`config.mk`:
```
export PLATFORM = sky130hd
export DESIGN_NAME = intermed_pipe
export DESIGN_NICKNAME = d
export VERILOG_FILES = /design/src/rtl/intermed_pipe.sv
export SDC_FILE = /design/constraint.sdc
export NUM_CORES = 1
export LEC_CHECK = 0
export CAP_MARGIN = 20
export CORE_MARGIN = 4
export CORE_UTILIZATION = 30
export DETAILED_ROUTE_END_ITERATION = 10
export PLACE_DENSITY = 0.57
export SYNTH_ARGS = -nofsm -noshare
export SYNTH_HDL_FRONTEND = slang
export SYNTH_SLANG_ARGS = --single-unit
```
`constraint.sdc`:
```
create_clock -name clk -period 1.9 [get_ports clk]
set_input_delay 0.38 -clock clk [delete_from_list [all_inputs] [get_ports clk]]
set_output_delay 0.38 -clock clk [all_outputs]
set_load 0.005 [all_outputs]
```
`src/rtl/intermed_pipe.sv`:
```
// Two-stage valid/ready pipeline: inter = op(in_1, in_2); out_1 = inter & in_3; out_2 = inter | in_1.
// Optional output-transfer counter (xfer_count) enabled by defining INTERMED_PIPE_STATS_EN.
module intermed_pipe #(
  parameter int unsigned WIDTH = 8,
  parameter int unsigned CNT_W = 16
) (
  input  logic             clk,
  input  logic             reset,
  input  logic             in_valid,
  output logic             in_ready,
  input  logic [WIDTH-1:0] in_1,
  input  logic [WIDTH-1:0] in_2,
  input  logic [WIDTH-1:0] in_3,
  input  logic [1:0]       op,
  output logic             out_valid,
  input  logic             out_ready,
  output logic [WIDTH-1:0] out_1,
  output logic [WIDTH-1:0] out_2
`ifdef INTERMED_PIPE_STATS_EN
  ,
  output logic [CNT_W-1:0] xfer_count
`endif
);

  localparam logic [1:0] OP_AND  = 2'd0;
  localparam logic [1:0] OP_OR   = 2'd1;
  localparam logic [1:0] OP_XOR  = 2'd2;

  logic             s1_valid;
  logic [WIDTH-1:0] s1_inter;
  logic [WIDTH-1:0] s1_a;
  logic [WIDTH-1:0] s1_c;
  logic [WIDTH-1:0] inter_c;
  logic             s2_free_c;
  logic             s1_adv_c;
  logic             in_xfer_c;

  // Operator applied bitwise to the operands
  always_comb begin
    inter_c = '0;
    case (op)
      OP_AND:  inter_c = in_1 & in_2;
      OP_OR:   inter_c = in_1 | in_2;
      OP_XOR:  inter_c = in_1 ^ in_2;
      default: inter_c = ~(in_1 & in_2);
    endcase
  end

  // Handshake: in_ready depends on out_ready and stage occupancy only, never on in_valid
  always_comb begin
    s2_free_c = ~out_valid | out_ready;
    s1_adv_c  = s1_valid & s2_free_c;
    in_ready  = ~s1_valid | s2_free_c;
    in_xfer_c = in_valid & in_ready;
  end

  // Stage 1: latch intermediate and the operands needed downstream
  always_ff @(posedge clk or posedge reset) begin
    if (reset) begin
      s1_valid <= 1'b0;
      s1_inter <= '0;
      s1_a     <= '0;
      s1_c     <= '0;
    end else if (in_xfer_c) begin
      s1_valid <= 1'b1;
      s1_inter <= inter_c;
      s1_a     <= in_1;
      s1_c     <= in_3;
    end else if (s1_adv_c) begin
      s1_valid <= 1'b0;
    end
  end

  // Stage 2: final results, held while the consumer stalls
  always_ff @(posedge clk or posedge reset) begin
    if (reset) begin
      out_valid <= 1'b0;
      out_1     <= '0;
      out_2     <= '0;
    end else if (s1_adv_c) begin
      out_valid <= 1'b1;
      out_1     <= s1_inter & s1_c;
      out_2     <= s1_inter | s1_a;
    end else if (out_ready) begin
      out_valid <= 1'b0;
    end
  end

`ifdef INTERMED_PIPE_STATS_EN
  // Completed output transfers, wrapping naturally at 2^CNT_W
  always_ff @(posedge clk or posedge reset) begin
    if (reset) begin
      xfer_count <= '0;
    end else if (out_valid & out_ready) begin
      xfer_count <= xfer_count + CNT_W'(1);
    end
  end
`endif

endmodule
```
[Word-level counts from Yosys, hierarchy flattened]
Cells that the tools add are included.
Storage, ports and cells
  bits in registers: 42
  output and inout bits: 18
Operators by class
  eq/ne operators: 2
  multiplexer cells: 5
  bitwise operators: 12
  reduce and logical (&&, ||, !) cells: 3
Operator list (number)
  8-bit one-hot mux with 3 select lines: 1
  8-bit bitwise AND: 2
  8-bit OR: 2
  8-bit NOT: 1
  8-bit XOR: 1
  1-bit 2-to-1 mux: 4
  2-bit nonzero test: 2
  1-bit bitwise AND: 2
  2-bit by 1-bit equality test with 1-bit output (second input constant): 1
  2-bit equality test (second input constant): 1
  2-bit zero test: 1
  1-bit NOT: 2
  1-bit OR: 2

[Depth between registers and ports, before layout]
Gate-level depths: netlist of run 1.
  depth in word-level cells: 5
  depth in mapped cells: 6
  gate-level depth less buffers: 5

[Worst setup path after synthesis of run 1]
No wires, ideal clock.
  path kind: register to register
  start point: register out_valid
  end point: register s1_c[0]
  setup time: 125 ps
  arrival: 1199 ps
  data required time: 1775 ps
  slack: 576 ps
  stages on the path, launching flop included: 5
  path buffers: 1
  path through: dfrtp_1 -> and3b_4 -> nor2_4 -> buf_6 -> mux2_2
Between the ends
  cells in the longest elaborated chain, start to end: 4
Ends and longest elaborated chain
  start: declaration: line 15  | output logic out_valid,
  start signal: assignment: line 77  | out_valid <= 1'b0;
  start signal: assignment: line 81  | out_valid <= 1'b1;
  start signal: assignment: line 85  | out_valid <= 1'b0;
  1-bit NOT: line 51  | s2_free_c = ~out_valid | out_ready;
  1-bit OR: line 51
  1-bit OR: line 53  | in_ready = ~s1_valid | s2_free_c;
  1-bit bitwise AND: line 54  | in_xfer_c = in_valid & in_ready;
  end signal: assignment: line 68  | s1_c <= in_3;
  end: declaration: line 32  | logic [WIDTH-1:0] s1_c;
Every way passes these cells.
A chain may end at the register's enable or synchronous reset.

[Worst setup path after layout of run 1]
  start point: input out_ready
  end point: output in_ready
Between the ends
  cells in the longest elaborated chain, start to end: 2
Ends and longest elaborated chain
  start: declaration: line 16  | input logic out_ready,
  1-bit OR: line 51
  1-bit OR: line 53
  end: declaration: line 10  | output logic in_ready,
Every way passes these cells.

==> flow_metrics.env, run 1 <==
export IMPL_seq_power_share_pct=50.2
export IMPL_drv_slew=0
export IMPL_cts_made_buffers=5
export IMPL_diodes=0
export IMPL_syn_nets=270
export IMPL_top_usage_layer="met2"
export IMPL_h_tree_depth=2
export IMPL_cts_tree="yes"
export IMPL_drive_gt1_share_pct=10.9
export IMPL_crit_path_max_incr_delay_ps=420
export IMPL_vias_per_cell=4.54
export IMPL_grt_total_usage_pct=10.9
export IMPL_cts_root_buf="clkbuf_8"
export IMPL_numClockSinks=42
export IMPL_reg2reg_from="out_valid"
export IMPL_fmax_mhz=556
export IMPL_swShare_pct=27.4
export IMPL_timing_slew_headroom_pct=78.3
export IMPL_setup_viol=0
export IMPL_ir_worst_vdd_mv=0.259
export IMPL_reg2reg_depth=4
export IMPL_synth_top_area_share_pct=47.0
export IMPL_hpwlAfterDp_mm=3.64
export IMPL_grt_ovfl_total=0
export IMPL_yosysMostFrequentCell="dfrtp_1"
export IMPL_seq_area_sq_um=1050
export IMPL_fin_util_pct=40.0
export IMPL_drt_total_wl_mm=4.64
export IMPL_start_util_pct=30.8
export IMPL_cp_max_fo=2
export IMPL_synth_top_area_cell="dfrtp_1"
export IMPL_synth_edf_count=0
export IMPL_drt_initial_drc_count=81
export IMPL_netlist_top_cells_count="dfrtp_1, inv_1, a21oi_1"
export IMPL_synth_ff_type="dfrtp_1"
export IMPL_wl_per_cell_microns=12.4
export IMPL_rows=31
export IMPL_ys_seq_area_share_pct=47.0
export IMPL_syn_inst=224
export IMPL_die_y_microns=94.3
export IMPL_path_class="in -> out"
export IMPL_p_leak_nw=1.29
export IMPL_first_pass_iters=4
export IMPL_synth_area_sq_um=2240
export IMPL_ys_warnings_count=0
export IMPL_p_clk_share_pct=23.2
export IMPL_pwr_share_comb_pct=26.6
export IMPL_clkTransAtPathRegs_ps=70
export IMPL_multi_input_area_sq_um=980
export IMPL_syn_to_final_growth_pct=29.6
export IMPL_tightest_slew_ps=325
export IMPL_layout_min_cycle_time_ps=1800
export IMPL_end_kind="primary output"
export IMPL_grt_pass1_vias=1619
export IMPL_worstReg2RegEnd="s1_c[4]"
export IMPL_gp_congestion=0.800
export IMPL_outcome="completed"
export IMPL_p_sw_w=0.000627
export IMPL_ant_nets=0
export IMPL_ys_types=28
export IMPL_path_cells="clkdlybuf4s50_1 > and3b_4 > inv_2 > dlygate4sd2_1"
export IMPL_rsz0062_at_grt="false"
export IMPL_antenna_found_initial=0
export IMPL_cts_hold_buffers=0
export IMPL_synth_seq_cells=42
export IMPL_core_area_sq_um=7250
export IMPL_die_area_sq_um=8900
export IMPL_async_reset_ff_share_pct=100
export IMPL_grt_max_degree=43
export IMPL_drc=0
export IMPL_crit_path_top_delay_cell="clkdlybuf4s50_1"
export IMPL_max_clock_path_buffers=2
export IMPL_power_total_w=0.00229
export IMPL_grtUsageMet1_pct=15.8
export IMPL_pwr_density_cell_nw_per_um2=790
export IMPL_port_buffers=47
export IMPL_clock_latency_ps=290
export IMPL_setup_worst_path_start_class="input port"
export IMPL_grt_util_met2_pct=16.4
export IMPL_hold_viol_final=0
export IMPL_avgSynthCellArea_sq_um=9.98
export IMPL_vias=1692
export IMPL_reg2reg_setup_slack_ps=320
export IMPL_globalRouteMet3Util_pct=2.39
export IMPL_clock_skew_ps=6.90
export IMPL_die_width_microns=94.3
export IMPL_hold_class="in -> async"
export IMPL_period_share_pct=94.6
export IMPL_fin_nets=320
export IMPL_synth_top_cells_by_area="dfrtp_1, ha_1, a21oi_1"
export IMPL_io_pins=48
export IMPL_intPower_w=0.00166
export IMPL_cap_violations=0
export IMPL_required_ps=1520
export IMPL_nFillCells=739
export IMPL_cp_data_arrival_time_ps=1420
export IMPL_grt_pass1_wl_mm=7.65
==> through the flow <==
stage	hold WS [ps]	setup WS, ps	cell area [sq um]	instances	setup TNS [ps]
CTS	466	96.3	2900	373	0
floorplan	472	546	2240	224	0
global route	486	55.0	2900	373	0
finish	453	102	2900	373	0
detailed placement	497	-139	2820	366	-1250
global placement	490	-123	2820	366	-936
==> sequential cells by signal (all words and copies together) (netlist names) <==
name	cells
out_1	8
out_2	8
s1_a	8
s1_c	8
s1_inter	8
out_valid	1
s1_valid	1
==> critical path, delay by kind of cell <==
family / cells / cell delay, ps
buffers and inverters: 3 / 710
AND/OR/NAND/NOR: 1 / 320
==> worst max-delay path by stage <==
stage | depth (start not counted) | startpoint | slack (ps) | to
after floorplan | 1 | reset | 550 | out_1[0]
after global routing | 4 | out_ready | 60 | in_ready
final | 4 | out_ready | 100 | in_ready
after detailed placement | 5 | out_ready | -140 | s1_c[4]
after global placement | 4 | out_ready | -120 | in_ready
after CTS | 4 | out_ready | 100 | in_ready
==> cell families after synthesis <==
kind of cell | after synthesis | synth area share, %
AOI/OAI and AO/OA | 67 | 17.8
adders and majority gates | 16 | 8.95
buffers and inverters | 41 | 9.18
DFF | 42 | 47.0
muxes | 16 | 7.61
and+or+nand+nor | 42 | 9.46
==> cell usage in the layout, fill, tap and decap left out, drive strengths merged <==
cell / instances
clkdlybuf4s50: 46
dfrtp: 42
inv: 28
a21oi: 24
o21ai: 19
nand2: 17
ha: 16
nor2: 13
buf: 9
mux2i: 8
mux2: 8
o211ai: 7
clkbuf: 7
o31ai: 6
a31oi: 5
a211o: 4
nor2b: 4
or2: 3
nand2b: 3
and3b: 1
and2: 1
o221ai: 1
a221o: 1
dlygate4sd2: 1
==> power groups by stage <==
stage / logic, W / registers (W) / clock network, W
after CTS: 0.000621 / 0.00115 / 0.000547
final: 0.000608 / 0.00115 / 0.000532
after global routing: 0.000686 / 0.00118 / 0.000581
after detailed placement: 0.000622 / 0.00117 / 0
after global placement: 0.000608 / 0.00117 / 0
after floorplan: 0.000313 / 0.00115 / 0
==> routing by layer <==
metal / part of all wire, % / up-vias
li1: - / 864
met1: 51 / 781
met2: 43 / 42
met3: 5.1 / 5
met4: 1.3 / 0
met5: 0 / -
==> timing repair <==
item | CTS | global route
gates resized for setup | 1 | 0
endpoints found under the setup margin | 1 | 0
buffers inserted | 0 | 0
==> cell type report <==
type,instances,area share (%)
Clock buffer,7,2.63
Timing Repair Buffer,56,19.4
Multi-Input combinational cell,141,33.8
Tap cell,99,4.27
Sequential cell,42,36.3
Inverter,28,3.63
Power figures use the tool's default switching activity.
==> run 2: changes to the inputs <==
--- a/config.mk
+++ b/config.mk
@@ -9,6 +9,7 @@
 export CORE_MARGIN = 4
 export CORE_UTILIZATION = 30
 export DETAILED_ROUTE_END_ITERATION = 10
+export GPL_TIMING_DRIVEN = 0
 export PLACE_DENSITY = 0.57
 export SYNTH_ARGS = -nofsm -noshare
 export SYNTH_HDL_FRONTEND = slang
==> constraint.sdc (replaced) <==
create_clock -name clk -period 2.15 [get_ports clk]
set_input_delay 0.43 -clock clk [delete_from_list [all_inputs] [get_ports clk]]
set_output_delay 0.43 -clock clk [all_outputs]
set_load 0.005 [all_outputs]
==> flow_metrics.env, run 2 (same netlist as run 1, synthesis figures left out) <==
export IMPL_clock_skew_ps=6.60
export IMPL_setup_worst_path_start_class="input port"
export IMPL_clkTransAtPathRegs_ps=80
export IMPL_cp_data_arrival_time_ps=1540
export IMPL_cts_root_buf="clkbuf_8"
export IMPL_die_y_microns=94.3
export IMPL_period_share_pct=91.5
export IMPL_gp_congestion=0.755
export IMPL_grt_max_degree=43
export IMPL_io_pins=48
export IMPL_path_class="in -> out"
export IMPL_vias=1703
export IMPL_core_area_sq_um=7250
export IMPL_nFillCells=743
export IMPL_required_ps=1720
export IMPL_power_total_w=0.00209
export IMPL_grt_pass1_vias=1677
export IMPL_hold_depth=1
export IMPL_p_leak_nw=1.30
export IMPL_first_pass_iters=4
export IMPL_vias_per_cell=4.52
export IMPL_rsz0062_at_grt="false"
export IMPL_ant_nets=0
export IMPL_antenna_found_initial=0
export IMPL_die_area_sq_um=8900
export IMPL_end_kind="primary output"
export IMPL_p_sw_w=0.000583
export IMPL_swShare_pct=27.9
export IMPL_clock_latency_ps=300
export IMPL_drv_slew=0
export IMPL_pwr_share_comb_pct=26.0
export IMPL_rows=31
export IMPL_wl_per_cell_microns=12.9
export IMPL_max_clock_path_buffers=2
export IMPL_hold_class="reg -> reg"
export IMPL_die_width_microns=94.3
export IMPL_drive_gt1_share_pct=12.6
export IMPL_tightest_slew_ps=861
export IMPL_reg2reg_depth=4
export IMPL_hpwlAfterDp_mm=3.70
export IMPL_post_cts_setup_buffer_count=0
export IMPL_syn_to_final_growth_pct=30.3
export IMPL_fin_area_sq_um=2910
export IMPL_cap_violations=0
export IMPL_drt_total_wl_mm=4.85
export IMPL_grt_ovfl_total=0
export IMPL_layout_min_cycle_time_ps=1970
export IMPL_ir_worst_vdd_mv=0.236
export IMPL_seq_power_share_pct=48.7
export IMPL_outcome="completed"
export IMPL_timing_slew_headroom_pct=42.5
export IMPL_fmax_mhz=508
export IMPL_diodes=0
export IMPL_cts_resized=2
export IMPL_cts_hold_buffers=0
export IMPL_port_buffers=46
export IMPL_drt_initial_drc_count=70
export IMPL_start_util_pct=30.8
export IMPL_final_cell_mix="clkdlybuf4s50_1, dfrtp_1, inv_1"
export IMPL_reg2reg_setup_slack_ps=680
export IMPL_cp_max_fo=8
export IMPL_grt_pass1_wl_mm=8.07
export IMPL_grt_total_usage_pct=11.5
export IMPL_final_common_cell="clkdlybuf4s50_1"
export IMPL_cts_tree="yes"
export IMPL_setup_viol=0
export IMPL_p_clk_share_pct=25.3
export IMPL_numClockSinks=42
export IMPL_cts_made_buffers=5
export IMPL_post_dp_cell_area_sq_um=2820
export IMPL_drc=0
export IMPL_pwr_density_cell_nw_per_um2=717
export IMPL_intPower_w=0.00151
export IMPL_fin_nets=323
export IMPL_h_tree_depth=2
export IMPL_hold_viol_final=0
run 2: path summary, 6_finish.rpt:
check	to	startpoint
setup / recovery	in_ready	out_ready
hold / removal	s1_c[4]	s1_c[4]
setup reg to reg	s1_c[3]	out_valid
hold reg to reg	s1_c[4]	s1_c[4]
max in group asynchronous	out_2[5]	reset
min in group asynchronous	s1_c[4]	reset
run 2: area by class of cell:
class,count,area (sq um),area share [%]
tap,99,124,4.25
sequential,42,1050,36.1
inverter,28,108,3.69
clock inverter,1,5.00,0.172
buffer,13,100,3.44
clock buffer,7,86.3,2.96
multi-input combinational,141,980,33.6
timing repair buffer,46,459,15.8
run 2: power groups by stage:
stage / logic (W) / clock network [W] / registers, W
6_report: 0.000543 / 0.000529 / 0.00102
5_1_grt: 0.000612 / 0.000572 / 0.00104
4_1_cts: 0.000553 / 0.000538 / 0.00102
3_5_place_dp: 0.000551 / 0 / 0.00104
3_3_place_gp: 0.000540 / 0 / 0.00103
2_1_floorplan: 0.000277 / 0 / 0.00102
run 2: critical path, cell delays in order:
cell and delay (ps):
clkdlybuf4s50_1 420, and3b_4 350, inv_4 70, dlygate4sd2_1 260
run 2: per-layer routing:
metal / part of all wire, % / GRT usage (%)
met5: 0 / 0
met1: 51 / 16.7
met2: 43 / 17.1
met4: 1.6 / 4.21
met3: 4.5 / 2.15
run 2: stage by stage:
step | utilization [%] | setup WS [ps] | hold WS [ps] | instances | TNS [ps]
floorplan | - | 746 | 472 | 224 | 0
global placement | 38.9 | -191 | 489 | 369 | -8070
detailed placement | 38.9 | -72.8 | 495 | 369 | -72.8
CTS | 40.2 | 178 | 513 | 377 | 0
global route | 40.2 | 150 | 529 | 377 | 0
finish | 40.2 | 182 | 511 | 377 | 0
